**src/rtl/dm9000a_init_seq.sv**
```systemverilog
// rtl/dm9000a_init_seq.sv - DM9000A power-up register/delay sequencer
module dm9000a_init_seq #(
   parameter logic [47:0] MAC_ADDR     = 48'h00_60_6E_90_00_AE,
   parameter logic [10:0] PHY_DELAY_US = 11'd1000,
   parameter logic [10:0] RST_DELAY_US = 11'd20,
   parameter logic [23:0] TIMEOUT_CYC  = 24'd65535
) (
   input  logic        iDm9000aClk,
   input  logic        iRunStart,
   input  logic        in_from_Dm9000a_iow_RunEnd,
   input  logic        in_from_Dm9000a_usDelay_RunEnd,
   output logic        out_to_Dm9000a_iow_RunStart,
   output logic [15:0] out_to_Dm9000a_iow_Reg,
   output logic [15:0] out_to_Dm9000a_iow_Data,
   output logic        out_to_Dm9000a_usDelay_RunStart,
   output logic [10:0] out_to_Dm9000a_usDelay_DelayTime,
   output logic [4:0]  oStepIndex,
   output logic        oRunEnd,
   output logic        oError
);

   typedef enum logic [4:0] {
      IDLE = 5'b00001,
      REQ  = 5'b00010,
      REL  = 5'b00100,
      DONE = 5'b01000,
      ERR  = 5'b10000
   } state_t;

   localparam logic [4:0] LAST_STEP = 5'd18;

   state_t      state, stateNext;
   logic [4:0]  stepIdx, stepIdxNext;
   logic [23:0] toCnt, toCntNext;
   logic        armed, armedNext;

   logic        stepIsDelay;
   logic [15:0] stepReg;
   logic [15:0] stepData;
   logic [10:0] stepDelay;
   logic        stepRunEnd;

   logic        wrRunNext;
   logic        dlyRunNext;
   logic [15:0] regNext;
   logic [15:0] dataNext;
   logic [10:0] delayNext;
   logic [4:0]  idxOutNext;
   logic        runEndNext;
   logic        errorNext;

   // Step table: operands for the step currently addressed by stepIdx
   always_comb begin
      stepIsDelay = 1'b0;
      stepReg     = 16'h0000;
      stepData    = 16'h0000;
      stepDelay   = 11'd0;
      case (stepIdx)
         5'd0:  begin stepReg = 16'h001E; stepData = 16'h0001; end
         5'd1:  begin stepReg = 16'h001F; stepData = 16'h0000; end
         5'd2:  begin stepIsDelay = 1'b1; stepDelay = PHY_DELAY_US; end
         5'd3:  begin stepReg = 16'h0000; stepData = 16'h0003; end
         5'd4:  begin stepIsDelay = 1'b1; stepDelay = RST_DELAY_US; end
         5'd5:  begin stepReg = 16'h0000; stepData = 16'h0000; end
         5'd6:  begin stepReg = 16'h0000; stepData = 16'h0003; end
         5'd7:  begin stepIsDelay = 1'b1; stepDelay = RST_DELAY_US; end
         5'd8:  begin stepReg = 16'h0000; stepData = 16'h0000; end
         5'd9:  begin stepReg = 16'h0001; stepData = 16'h002C; end
         5'd10: begin stepReg = 16'h00FE; stepData = 16'h003F; end
         5'd11: begin stepReg = 16'h0010; stepData = {8'h00, MAC_ADDR[47:40]}; end
         5'd12: begin stepReg = 16'h0011; stepData = {8'h00, MAC_ADDR[39:32]}; end
         5'd13: begin stepReg = 16'h0012; stepData = {8'h00, MAC_ADDR[31:24]}; end
         5'd14: begin stepReg = 16'h0013; stepData = {8'h00, MAC_ADDR[23:16]}; end
         5'd15: begin stepReg = 16'h0014; stepData = {8'h00, MAC_ADDR[15:8]}; end
         5'd16: begin stepReg = 16'h0015; stepData = {8'h00, MAC_ADDR[7:0]}; end
         5'd17: begin stepReg = 16'h00FF; stepData = 16'h0080; end
         5'd18: begin stepReg = 16'h0005; stepData = 16'h0039; end
         default: begin stepReg = 16'h0000; stepData = 16'h0000; end
      endcase
   end

   // Only the engine that owns the current step may complete it
   assign stepRunEnd = stepIsDelay ? in_from_Dm9000a_usDelay_RunEnd
                                   : in_from_Dm9000a_iow_RunEnd;

   // Next-state logic and the output values the current state asks for
   always_comb begin
      stateNext   = state;
      stepIdxNext = stepIdx;
      toCntNext   = toCnt;
      armedNext   = armed;
      wrRunNext   = 1'b0;
      dlyRunNext  = 1'b0;
      regNext     = 16'h0000;
      dataNext    = 16'h0000;
      delayNext   = 11'd0;
      idxOutNext  = stepIdx;
      runEndNext  = 1'b0;
      errorNext   = 1'b0;
      case (state)
         IDLE: begin
            // One settling cycle after the run level is first seen
            if (!armed) begin
               armedNext = 1'b1;
            end else begin
               armedNext   = 1'b0;
               stepIdxNext = 5'd0;
               toCntNext   = 24'd0;
               stateNext   = REQ;
            end
         end
         REQ: begin
            if (stepIsDelay) begin
               dlyRunNext = 1'b1;
               delayNext  = stepDelay;
            end else begin
               wrRunNext = 1'b1;
               regNext   = stepReg;
               dataNext  = stepData;
            end
            if (stepRunEnd) begin
               stateNext = REL;
            end else if (!stepIsDelay) begin
               if (toCnt >= TIMEOUT_CYC) begin
                  stateNext = ERR;
               end else begin
                  toCntNext = toCnt + 24'd1;
               end
            end
         end
         REL: begin
            // Engine run lines drop for this one cycle, resetting the engine
            toCntNext = 24'd0;
            if (stepIdx == LAST_STEP) begin
               stateNext = DONE;
            end else begin
               stepIdxNext = stepIdx + 5'd1;
               stateNext   = REQ;
            end
         end
         DONE: begin
            runEndNext = 1'b1;
         end
         ERR: begin
            runEndNext = 1'b1;
            errorNext  = 1'b1;
         end
         default: begin
            stateNext = IDLE;
         end
      endcase
   end

   // State, step index and timeout counter
   always_ff @(posedge iDm9000aClk or negedge iRunStart) begin
      if (!iRunStart) begin
         state   <= IDLE;
         stepIdx <= 5'd0;
         toCnt   <= 24'd0;
         armed   <= 1'b0;
      end else begin
         state   <= stateNext;
         stepIdx <= stepIdxNext;
         toCnt   <= toCntNext;
         armed   <= armedNext;
      end
   end

   // Registered outputs, one cycle behind the state that produced them
   always_ff @(posedge iDm9000aClk or negedge iRunStart) begin
      if (!iRunStart) begin
         out_to_Dm9000a_iow_RunStart      <= 1'b0;
         out_to_Dm9000a_iow_Reg           <= 16'h0000;
         out_to_Dm9000a_iow_Data          <= 16'h0000;
         out_to_Dm9000a_usDelay_RunStart  <= 1'b0;
         out_to_Dm9000a_usDelay_DelayTime <= 11'd0;
         oStepIndex                       <= 5'd0;
         oRunEnd                          <= 1'b0;
         oError                           <= 1'b0;
      end else begin
         out_to_Dm9000a_iow_RunStart      <= wrRunNext;
         out_to_Dm9000a_iow_Reg           <= regNext;
         out_to_Dm9000a_iow_Data          <= dataNext;
         out_to_Dm9000a_usDelay_RunStart  <= dlyRunNext;
         out_to_Dm9000a_usDelay_DelayTime <= delayNext;
         oStepIndex                       <= idxOutNext;
         oRunEnd                          <= runEndNext;
         oError                           <= errorNext;
      end
   end

endmodule

```
**config.mk**
```make
export PLATFORM = sky130hd
export DESIGN_NAME = dm9000a_init_seq
export DESIGN_NICKNAME = d
export VERILOG_FILES = /design/src/rtl/dm9000a_init_seq.sv
export SDC_FILE = /design/constraint.sdc
export NUM_CORES = 1
export LEC_CHECK = 0
export CORE_MARGIN = 3
export CORE_UTILIZATION = 48
export DETAILED_ROUTE_END_ITERATION = 10
export PLACE_DENSITY = 0.77
export SETUP_SLACK_MARGIN = 0.15
export SLEW_MARGIN = 20
export SYNTH_ARGS = -nofsm -noshare
export SYNTH_HDL_FRONTEND = slang
export SYNTH_SLANG_ARGS = --single-unit
```
**constraint.sdc**
```tcl
create_clock -name iDm9000aClk -period 2.1 [get_ports iDm9000aClk]
set_input_delay 0.42 -clock iDm9000aClk [delete_from_list [all_inputs] [get_ports iDm9000aClk]]
set_output_delay 0.42 -clock iDm9000aClk [all_outputs]
set_load 0.05 [all_outputs]
```
==> summary.md <==
| Metric | Value |
|---|---|
| Pwr dens | 879.3 mW/mm^2 |
| Final WS setup | 0.1758 ns |
| Pre-CTS WS | between 0.02 and 0.025 ns |
| P_leak | 0.001819 uW |
| Core Area | 0.006422 sq mm |
| Fin. Hold Viols | 0 |
| Max_cap viols | 0 |
| Vias | 2,548 |
| Main area contributors after synthesis | dfrtp_1 (46%), buf_4 (6.6%), nand2_1 (3.0%) |
| Ant diodes | 0 |
| Peak VDD IR | 0.3685 mV |
| Layout cell share with drive strength beyond 1 | 23.34% |
| Post-DP HPWL | about 4.5 mm |
| Fraction of registers with async set/reset | 100.0% |
| Routability cong. | roughly 0.9 |
| Tcrit/Tclk final | 91.63% |
| CP arrival | 2.19 ns |
| Tmin final | 1.924 ns |
| Clock root buffer | clkbuf_8 |
| Synth Instances | 325 |
| CP endpoint kind | flip-flop |
| Total Neg Setup Slack | 0 ns |
| Row count | 29 |
| CP startpoint kind | flip-flop |
| Largest net degree at the start of global routing | 61 |
| Critical Path Max Stage Delay | 0.44 ns |
| Initial DRC count | approximately 120 |
| CTS tree | built |
| Worst-path maximum fanout | 8 |
| H-tree depth | 3 |
| Vias/cell | 5.612 |
| Vias in the first global route | between 2,000 and 2,500 |
| Reg clk slew, reported paths | approximately 0.070 ns |
| Synth Flop Type | dfrtp_1 |
| FF+latch count, synth | 60 |
| Avg Inst Size Synth | 9.848 sq um |
| Clock Latency Late Sink | 0.34 ns |
| WL/cell | 14.97 microns |
| Hold WS | 0.08240 ns |
| Drt total wl | 6.795 mm |
| Worst hold path type | input port to async pin |
| EDFF count, synth | 0 |
| Global-route wire length before repair | 11.06 mm |
| GRT Residual Overflow | 0 |
| Die Y | 87.66 microns |
| Post-Route Utilization | 62.24% |
| # fillers | 503 |
| Clock Skews | 0.01090 ns |
| DRT Pass-1 Iters | 5 |
| Initial core utilization | 49.83% |
| Max-slew violation count | 0 |
| Die area | 0.007683 sq mm |
| Port Buffers | 36 |
| Synth top area share | a little under half |
| Yosys Warn Count | 0 |
| Worst R2R Setup Slack | between 0.15 and 0.2 ns |
| Post-route DRC | 0 |
| Unrepaired setup endpoints after global routing | yes |
| Critical path type | flip-flop to flip-flop |
| Routed Antenna Nets | 0 |
| Data required, critical path | ~2.4 ns |
| Setup violators final | 0 |
| Clk sinks | 60 |
| CP max stage cell | or3_4 |
| Initial antenna violation count | 0 |
| Area Overhead vs Synth | 24.90% |
| Total global-route track usage | 18.16% |
| Relative max-transition margin | around 66% |
| CTS Buf Count | 9 |
| Slew at the pin closest to its max-slew limit | 0.5040 ns |
| Max Clk Rate | 519.7 MHz |
| Crit-path cells | or3_4 > nor3_4 > nand4_4 > nor4_1 > mux2i_1 |
| Max Root-Sink Buffers | 2 |
| Sequential share of the synthesized area | 46.95% |
| Outcome | complete, no violations |
| Total chip power | 3515 uW |
| Post-synth cell types | 57 |
| Synthesized cell area | 0.003201 sq mm |
| Die width | 87.66 microns |
| Nets | 382 |
| Synth area leader | dfrtp_1 |
| # IOs | 56 |
==> critical path, delay by kind of cell (launching register included) <==
family / cells / cell delay [ns]
AND/OR/NAND/NOR: 4 / 1.22
multiplexers: 1 / 0.22
flip-flops: 1 / 0.40
==> repair_timing <==
item	in CTS	in global routing
hold buffers	0	0
endpoints found under the setup margin	23	30
gates resized for setup	11	28
pin swaps	3	10
gates cloned	0	0
setup buffers	3	8
==> synthesized netlist by cell type, types with 5 or more instances <==
cell / n
o211ai_1: 9
o31ai_1: 9
nor3_1: 6
ha_1: 6
nand2_1: 26
mux2i_1: 9
a31oi_1: 5
nand3_1: 11
dfrtp_1: 59
o21a_1: 8
buf_4: 28
nand2b_1: 9
nor2_1: 20
clkbuf_1: 10
o22ai_1: 5
inv_1: 12
o21ai_0: 16
a21oi_1: 7
==> cells by family after synthesis <==
family | synth area share, %
compound gates | 15.79
other cells | 0.1172
fa+ha+maj | 2.346
flops | 46.95
xor+xnor | 0.8211
buf+inv | 11.18
simple gates | 19.98
mux | 2.815
==> worst paths after layout <==
kind	end	cells past startpoint	from
worst max register to register	toCnt[12]$_DFFE_PN0P_	5	state[0]$_DFFE_PN1P_
worst min-delay path	out_to_Dm9000a_iow_Reg[0]$_DFF_PN0_	2	iRunStart
worst min register to register	armed$_DFFE_PN0N_	1	armed$_DFFE_PN0N_
min in group iDm9000aClk	armed$_DFFE_PN0N_	1	armed$_DFFE_PN0N_
worst max-delay path	toCnt[12]$_DFFE_PN0P_	5	state[0]$_DFFE_PN1P_
max in group asynchronous	state[0]$_DFFE_PN1P_	2	iRunStart
==> registers in the layout, indices dropped and copies added, names as in the netlist <==
signal                            count
out_to_Dm9000a_usDelay_DelayTime      2
state                                 5
oRunEnd                               1
out_to_Dm9000a_iow_Data               8
out_to_Dm9000a_usDelay_RunStart       1
oError                                1
idxOutNext                            5
armed                                 1
out_to_Dm9000a_iow_RunStart           1
oStepIndex                            5
out_to_Dm9000a_iow_Reg                6
toCnt                                24
==> cells in the final DEF, fill, tap and decap left out, types with 4 or more instances in the layout <==
master           count
mux2i_1              8
buf_4               28
clkbuf_8            13
nor3_1               6
dfrtp_2              5
ha_2                 4
o22ai_1              5
a21oi_1              7
clkdlybuf4s50_1     27
o21a_1               8
dfrtp_1             54
inv_1               10
nand2b_1             9
nand2_1             25
conb_1              19
nand3_1             11
a31oi_1              5
o31ai_1              8
o21ai_0             15
nor2b_1              4
o211ai_1             9
dlygate4sd2_1        6
nor2_1              17
==> area by class of cell <==
cell class	instances	area [sq um]	share of cell area, %
Sequential cell	60	1509	37.75
Multi-Input combinational cell	223	1531	38.31
Tap cell	77	96.34	2.410
Clock inverter	3	42.54	1.064
Timing Repair Buffer	66	594.3	14.87
Inverter	12	45.04	1.127
Clock buffer	13	178.9	4.476
==> stage by stage <==
step	cell area (sq um)	std cells
CTS	3844	446
global placement	3582	427
global route	3998	454
floorplan	3294	343
detailed placement	3582	427
finish	3998	454
==> where the power goes <==
group | internal (uW) | switching (uW)
sequential | 1250 | 70.7
combinational | 386 | 686
clock | 675 | 445
==> layer usage <==
layer | track usage (%) | part of all wire [%] | wire length (microns) | vias to the layer above
met5 | 0 | 0 | 0 | -
met2 | 31.30 | 51 | 3463 | 93
met4 | 5.997 | 1.7 | 116 | 0
met3 | 5.080 | 5.7 | 390 | 11
met1 | 21.90 | 42 | 2825 | 1242
li1 | - | - | - | 1202
No activity file was read; power rests on OpenSTA's default activity.
